===== config.mk =====
export PLATFORM = sky130hd
export DESIGN_NAME = dsm_dac_sequencer
export DESIGN_NICKNAME = d
export VERILOG_FILES = /design/src/rtl/dsm_pkg.sv /design/src/rtl/dsm_period_counter.sv /design/src/rtl/dsm_dac_sequencer.sv
export SDC_FILE = /design/constraint.sdc
export NUM_CORES = 1
export LEC_CHECK = 0
export BUFFER_PORTS_ARGS = -buffer_cell sky130_fd_sc_hd__clkbuf_2
export CORE_MARGIN = 2
export CORE_UTILIZATION = 60
export CTS_CLUSTER_DIAMETER = 80
export DETAILED_ROUTE_END_ITERATION = 10
export PLACE_DENSITY_LB_ADDON = 0.3
export SYNTH_ARGS = -nofsm -noshare
export SYNTH_HDL_FRONTEND = slang
export SYNTH_SLANG_ARGS = --single-unit

===== constraint.sdc =====
create_clock -name i_clk -period 8.2 [get_ports i_clk]
set_input_delay 1.64 -clock i_clk [delete_from_list [all_inputs] [get_ports i_clk]]
set_output_delay 1.64 -clock i_clk [all_outputs]
set_load 0.005 [all_outputs]

===== src/rtl/dsm_pkg.sv =====
// Shared types and helpers for the delta-sigma DAC sequencer.
package dsm_pkg;

    localparam int unsigned DsmDataWidth = 16;
    localparam int unsigned DsmOsrWidth  = 10;

    typedef enum logic [1:0] {
        StIdle,
        StSettle,
        StRun,
        StRamp
    } dsm_state_e;

    // Moves v toward zero by step without crossing it. The 32-bit operands leave headroom
    // above the sample width, so the most negative sample neither wraps nor overshoots.
    function automatic logic signed [31:0] ramp_toward_zero(
        input logic signed [31:0] v,
        input logic signed [31:0] step
    );
        logic signed [31:0] r;
        if (v > step) begin
            r = v - step;
        end else if (v < -step) begin
            r = v + step;
        end else begin
            r = '0;
        end
        return r;
    endfunction

endpackage


===== src/rtl/dsm_period_counter.sv =====
// Oversampling period counter: counts 0..osr while enabled and flags the last clock of each period.
module dsm_period_counter #(
    parameter int unsigned OSR_WIDTH = 10
) (
    input  logic                 clk_i,
    input  logic                 rst_ni,
    input  logic                 en_i,
    input  logic                 load_i,
    input  logic [OSR_WIDTH-1:0] osr_i,
    output logic                 tick_o,
    output logic                 tick_next_o
);

    logic [OSR_WIDTH-1:0] cnt_q, cnt_d;

    always_comb begin
        tick_o = en_i && (cnt_q == osr_i);
        cnt_d  = cnt_q;
        if (load_i || !en_i) begin
            cnt_d = '0;
        end else if (tick_o) begin
            cnt_d = '0;
        end else begin
            cnt_d = cnt_q + 1'b1;
        end
        // Lets the owner open its input a clock early when the next cycle will consume.
        tick_next_o = (cnt_d == osr_i);
    end

    always_ff @(posedge clk_i or negedge rst_ni) begin
        if (!rst_ni) begin
            cnt_q <= '0;
        end else begin
            cnt_q <= cnt_d;
        end
    end

endmodule


===== src/rtl/dsm_dac_sequencer.sv =====
// Sample-rate scheduler and power sequencer feeding a delta-sigma DAC: settle on start,
// one sample per oversampling period in run, click-free ramp to zero on stop.
module dsm_dac_sequencer
    import dsm_pkg::*;
#(
    parameter int unsigned DATA_WIDTH   = DsmDataWidth,
    parameter int unsigned OSR_WIDTH    = DsmOsrWidth,
    parameter int unsigned SETTLE_TICKS = 4,
    parameter int unsigned RAMP_STEP    = 256
) (
    input  logic                  i_clk,
    input  logic                  i_rst_n,
    input  logic                  i_start,
    input  logic                  i_stop,
    input  logic [OSR_WIDTH-1:0]  i_osr,
    input  logic                  i_s_valid,
    output logic                  o_s_ready,
    input  logic [DATA_WIDTH-1:0] i_s_data,
    output logic                  o_dac_en,
    output logic [DATA_WIDTH-1:0] o_dac_data,
    output logic                  o_busy,
    output logic                  o_underrun
);

    localparam int unsigned SettleW = (SETTLE_TICKS > 1) ? $clog2(SETTLE_TICKS) : 1;
    localparam logic [SettleW-1:0] SettleLast = SettleW'(SETTLE_TICKS - 1);

    dsm_state_e            state_q, state_d;
    logic [OSR_WIDTH-1:0]  osr_q, osr_d;
    logic [SettleW-1:0]    settle_cnt_q, settle_cnt_d;
    logic [DATA_WIDTH-1:0] buf_q, buf_d;
    logic                  buf_valid_q, buf_valid_d;
    logic                  ready_q, ready_d;
    logic                  dac_en_q, dac_en_d;
    logic [DATA_WIDTH-1:0] dac_data_q, dac_data_d;
    logic                  underrun_q, underrun_d;

    logic                  tick, tick_next, load_cnt, accept, do_load, will_consume;
    logic signed [31:0]    dac_wide, ramp_wide;

    dsm_period_counter #(
        .OSR_WIDTH(OSR_WIDTH)
    ) u_period_counter (
        .clk_i      (i_clk),
        .rst_ni     (i_rst_n),
        .en_i       (state_q != StIdle),
        .load_i     (load_cnt),
        .osr_i      (osr_q),
        .tick_o     (tick),
        .tick_next_o(tick_next)
    );

    assign accept    = i_s_valid && ready_q;
    assign dac_wide  = 32'($signed(dac_data_q));
    assign ramp_wide = ramp_toward_zero(dac_wide, $signed(32'(RAMP_STEP)));

    always_comb begin
        state_d      = state_q;
        osr_d        = osr_q;
        settle_cnt_d = settle_cnt_q;
        buf_d        = buf_q;
        buf_valid_d  = buf_valid_q;
        dac_en_d     = dac_en_q;
        dac_data_d   = dac_data_q;
        underrun_d   = underrun_q;
        load_cnt     = 1'b0;
        do_load      = 1'b0;

        case (state_q)
            StIdle: begin
                dac_en_d    = 1'b0;
                dac_data_d  = '0;
                buf_valid_d = 1'b0;
                if (i_start) begin
                    osr_d        = i_osr;
                    underrun_d   = 1'b0;
                    settle_cnt_d = '0;
                    load_cnt     = 1'b1;
                    dac_en_d     = 1'b1;
                    state_d      = StSettle;
                end
            end
            StSettle, StRun: begin
                if (accept) begin
                    buf_d       = i_s_data;
                    buf_valid_d = 1'b1;
                end
                if (i_stop) begin
                    state_d     = StRamp;
                    buf_valid_d = 1'b0;
                end else if (tick) begin
                    if (state_q == StRun) begin
                        do_load = 1'b1;
                    end else if (settle_cnt_q == SettleLast) begin
                        state_d = StRun;
                        do_load = 1'b1;
                    end else begin
                        settle_cnt_d = settle_cnt_q + 1'b1;
                    end
                end
                if (do_load) begin
                    if (buf_valid_q) begin
                        dac_data_d  = buf_q;
                        // A sample accepted on the consuming clock refills the entry.
                        buf_valid_d = accept;
                    end else begin
                        underrun_d = 1'b1;
                    end
                end
            end
            StRamp: begin
                buf_valid_d = 1'b0;
                if (tick) begin
                    if (dac_data_q == '0) begin
                        state_d  = StIdle;
                        dac_en_d = 1'b0;
                    end else begin
                        dac_data_d = ramp_wide[DATA_WIDTH-1:0];
                    end
                end
            end
            default: state_d = StIdle;
        endcase

        will_consume = tick_next && ((state_d == StRun) ||
                                     ((state_d == StSettle) && (settle_cnt_d == SettleLast)));
        ready_d = ((state_d == StSettle) || (state_d == StRun)) && (!buf_valid_d || will_consume);
    end

    always_ff @(posedge i_clk or negedge i_rst_n) begin
        if (!i_rst_n) begin
            state_q      <= StIdle;
            osr_q        <= '0;
            settle_cnt_q <= '0;
            buf_q        <= '0;
            buf_valid_q  <= 1'b0;
            ready_q      <= 1'b0;
            dac_en_q     <= 1'b0;
            dac_data_q   <= '0;
            underrun_q   <= 1'b0;
        end else begin
            state_q      <= state_d;
            osr_q        <= osr_d;
            settle_cnt_q <= settle_cnt_d;
            buf_q        <= buf_d;
            buf_valid_q  <= buf_valid_d;
            ready_q      <= ready_d;
            dac_en_q     <= dac_en_d;
            dac_data_q   <= dac_data_d;
            underrun_q   <= underrun_d;
        end
    end

    assign o_s_ready  = ready_q;
    assign o_dac_en   = dac_en_q;
    assign o_dac_data = dac_data_q;
    assign o_busy     = (state_q != StIdle);
    assign o_underrun = underrun_q;

endmodule


==> results by group <==
Run status
  – Run status: complete, no violations

Global route
  – Initial antenna violation count: 0
  – Vias in the first global route: 2872
  – Tot GR Track Use: 0.270
  – GRT overflow: 0
  – Maximum number of pins on one net before global-route repair: 61
  – First-pass GRT wire length: around 14000 um

STA
  – Skew final: 0.0104 ns
  – Setup TNS: 0 ns
  – Slew Limit Fails: 0
  – Worst slew pin tran: 0.954 ns
  – Fmax: 265 MHz
  – Setup Viol. Count Final: 0
  – RSZ-0062 raised after global routing: no
  – Slew headroom: 0.364
  – Final Critical Period: 3.77 ns
  – Final cycle utilization of the critical path: 0.459
  – Final hold vios: 0

Worst setup path
  – Reg2reg start: state_q[0]$_DFF_PN0_
  – Kind of critical path: reg2reg
  – Top cell family by delay on the critical path: compound AO/OA/AOI/OAI gates
  – Most common cell on crit path: ha_1
  – Buf/Inv on CP: 2
  – R2R Path End: o_s_ready$_DFF_PN0_
  – CP Launch Type: flop
  – Reg2reg path depth: 13
  – CP peak stage delay: a little over 0.6 ns
  – Cells along the critical path: inv_1, ha_1, inv_2, nand4_1, or3_1, o31a_1, o21a_1, o32ai_1, ha_1, nor2_1, o221a_2, o2111ai_1, o31ai_1
  – Kind of end point of the critical path: flop
  – Reg2Reg Setup Slack: ~4.4 ns
  – CP max-delay cell: or3_1
  – CP Data Required Time: about 8.4 ns
  – Peak fanout along the critical path: 15
  – Critical Path AT: 4.00 ns

Floorplanning
  – Row cnt: 28
  – Die Wd: 81.3 um
  – Top-Level Pins: 51
  – Initial Util: 0.613
  – Die area: 0.00661 mm2
  – Die height: 81.3 um
  – Core Region: 0.00585 mm2

Clock network
  – Cts hold-fix bufs: 0
  – Gates resized, CTS repair: 0
  – Clk buf depth: 2
  – Total CTS buffers: 9
  – Clock transition at path regs: ~0.07 ns
  – H-tree depth: 3
  – CTS tree: done
  – Worst skew pair latency: 0.34 ns
  – Clk sink count: 60
  – Post-CTS setup buffers: 0
  – Clock root buffer: clkbuf_8

Synthesis
  – Cell taking the most area after synthesis: dfrtp_1
  – Register area share after synthesis: 0.419
  – Top-area cell type share of the netlist area: 0.419
  – Post-synth EDFFs: 0
  – Post-Syn Area per Cell: just over 10 um2
  – Post-synth ARST share: 1.00
  – Synth warnings: 0
  – Seq cells post-synth: 60
  – Synth Cell Area: roughly 0.0036 mm2
  – Synth Flop Type: dfrtp_1
  – Synthesized Nets: 393
  – Post-Synthesis Cells: 352
  – Netlist cell types: between 60 and 70
  – Top cells by area, synth: dfrtp_1 42%, mux2_2 8.2%, mux2i_1 3.9%, xnor2_1 3.7%, ha_1 3.5%

Placed design
  – Post-DP HPWL: 5870 um
  – Number of placed instances, taps included: between 400 and 500
  – Number of I/O port buffers: 50
  – GPL Wtd Cong: 0.880

Flow run
  – Max-cap viol count: 0

Hold path
  – Hold Startpoint: buf_q[7]$_DFFE_PN0P_
  – Hold endpoint: buf_q[7]$_DFFE_PN0P_
  – Hold depth: 1
  – Hold Path Class: reg2reg

Drt
  – Vias per cell: 6.18
  – Initial DRT Pass Iterations: 5
  – Antenna viol nets, final: 0
  – DRC viols: 0
  – Drt total wl: 8280 um
  – DR iter-0 viols: 162
  – DR vias: approximately 3000
  – DR WL/cell: approximately 17 um

Power and ir drop
  – PwrDens: 411 mW/mm2
  – LEAKAGE: 1.84 nW
  – VDD IR max: between 200 and 300 uV

Layout
  – Multi-input logic area: 0.00193 mm2
  – Final cell count without fillers: ~480
  – Fillcell total: ~450
  – FF+latch area: 0.00150 mm2
  – Area Overhead vs Synth: 13.0%
  – Commonest cells after routing, fill and taps aside: 60 x dfrtp_1, 50 x clkbuf_2, 27 x nor2_1, 26 x mux2_2, 19 x nand2_1
  – Ant diodes: 0
  – Share of layout cells above drive strength 1: 0.264
  – Layout Nets: 438
  – Most common cell after layout, fill and taps aside: dfrtp_1
flip-flops by register name (all words and copies together) (netlist names):
| name | cells |
|---|---|
| o_underrun | 1 |
| o_s_ready | 1 |
| osr_q | 10 |
| u_period_counter.cnt_q | 10 |
| state_q | 2 |
| settle_cnt_q | 2 |
| o_dac_en | 1 |
| o_dac_data | 16 |
| buf_q | 16 |
| buf_valid_q | 1 |
Yosys cell counts, types with 2 or more instances:
master	instances
o311ai_0	4
o31ai_1	5
dfrtp_1	60
nand3_1	10
a2bb2oi_1	2
xor2_1	5
buf_6	3
nor4b_1	2
nand4_1	6
nor4_1	4
and2_1	4
o41ai_1	3
nand2_1	19
o31a_1	2
mux2_2	26
ha_1	10
mux2i_1	14
or4_1	2
or2_2	3
a22oi_1	4
nor2_1	27
xnor2_1	15
or3_1	5
a21oi_1	11
and3_1	6
a21boi_0	2
o21ai_0	6
o2bb2ai_1	5
o211ai_1	2
clkbuf_1	13
o2111ai_1	2
nor3_1	6
inv_1	17
o21a_1	2
nand2b_1	3
a31oi_1	3
nor2b_1	7
nor3b_1	6
report_power, final:
part | switching, mW | internal, mW
registers | 0.145 | 0.418
clock network | 0.128 | 0.142
logic | 0.445 | 0.387
through the flow:
step	worst slack [ns]	utilization	power [mW]	hold slack [ns]	instance area (um2)
after floorplan	4.96	-	1.16	0.479	3590
after global placement	4.74	0.659	1.34	0.490	3850
after detailed placement	4.50	0.659	1.38	0.494	3850
after CTS	4.48	0.693	1.66	0.510	4050
after global routing	4.20	0.693	1.79	0.527	4050
final	4.43	0.693	1.66	0.508	4050
kinds of logic after synthesis:
logic type	share of synthesized area
flip-flops	0.419
AND/OR/NAND/NOR	0.168
adder cells (fa/ha/maj)	0.0349
multiplexers	0.125
XOR/XNOR	0.0534
buffers and inverters	0.0446
AO/OA/AOI/OAI	0.155
how the worst max path moves through the flow:
stage	slack (ns)	cells past startpoint	to	start
after floorplan	4.96	10	o_s_ready$_DFF_PN0_	i_stop
after global placement	4.74	13	o_s_ready$_DFF_PN0_	state_q[0]$_DFF_PN0_
after detailed placement	4.50	13	o_s_ready$_DFF_PN0_	state_q[0]$_DFF_PN0_
after CTS	4.48	13	o_s_ready$_DFF_PN0_	state_q[0]$_DFF_PN0_
after global routing	4.20	13	o_s_ready$_DFF_PN0_	state_q[0]$_DFF_PN0_
final	4.43	13	o_s_ready$_DFF_PN0_	state_q[0]$_DFF_PN0_
area by class of cell:
cell class,instances,share of cell area
Multi-Input combinational cell,256,0.475
Inverter,18,0.0167
Sequential cell,60,0.370
Timing Repair Buffer,52,0.0655
Clock buffer,9,0.0306
Tap cell,75,0.0232
Clock inverter,7,0.0185
metal layers:
metal | track usage | vias to the layer above | wire length [um]
met5 | 0 | - | 0
met4 | 0.0966 | 0 | 104
met3 | 0.0556 | 17 | 486
met2 | 0.435 | 98 | 4090
met1 | 0.359 | 1455 | 3610
li1 | - | 1379 | -
No activity file was read; power rests on OpenSTA's default activity.
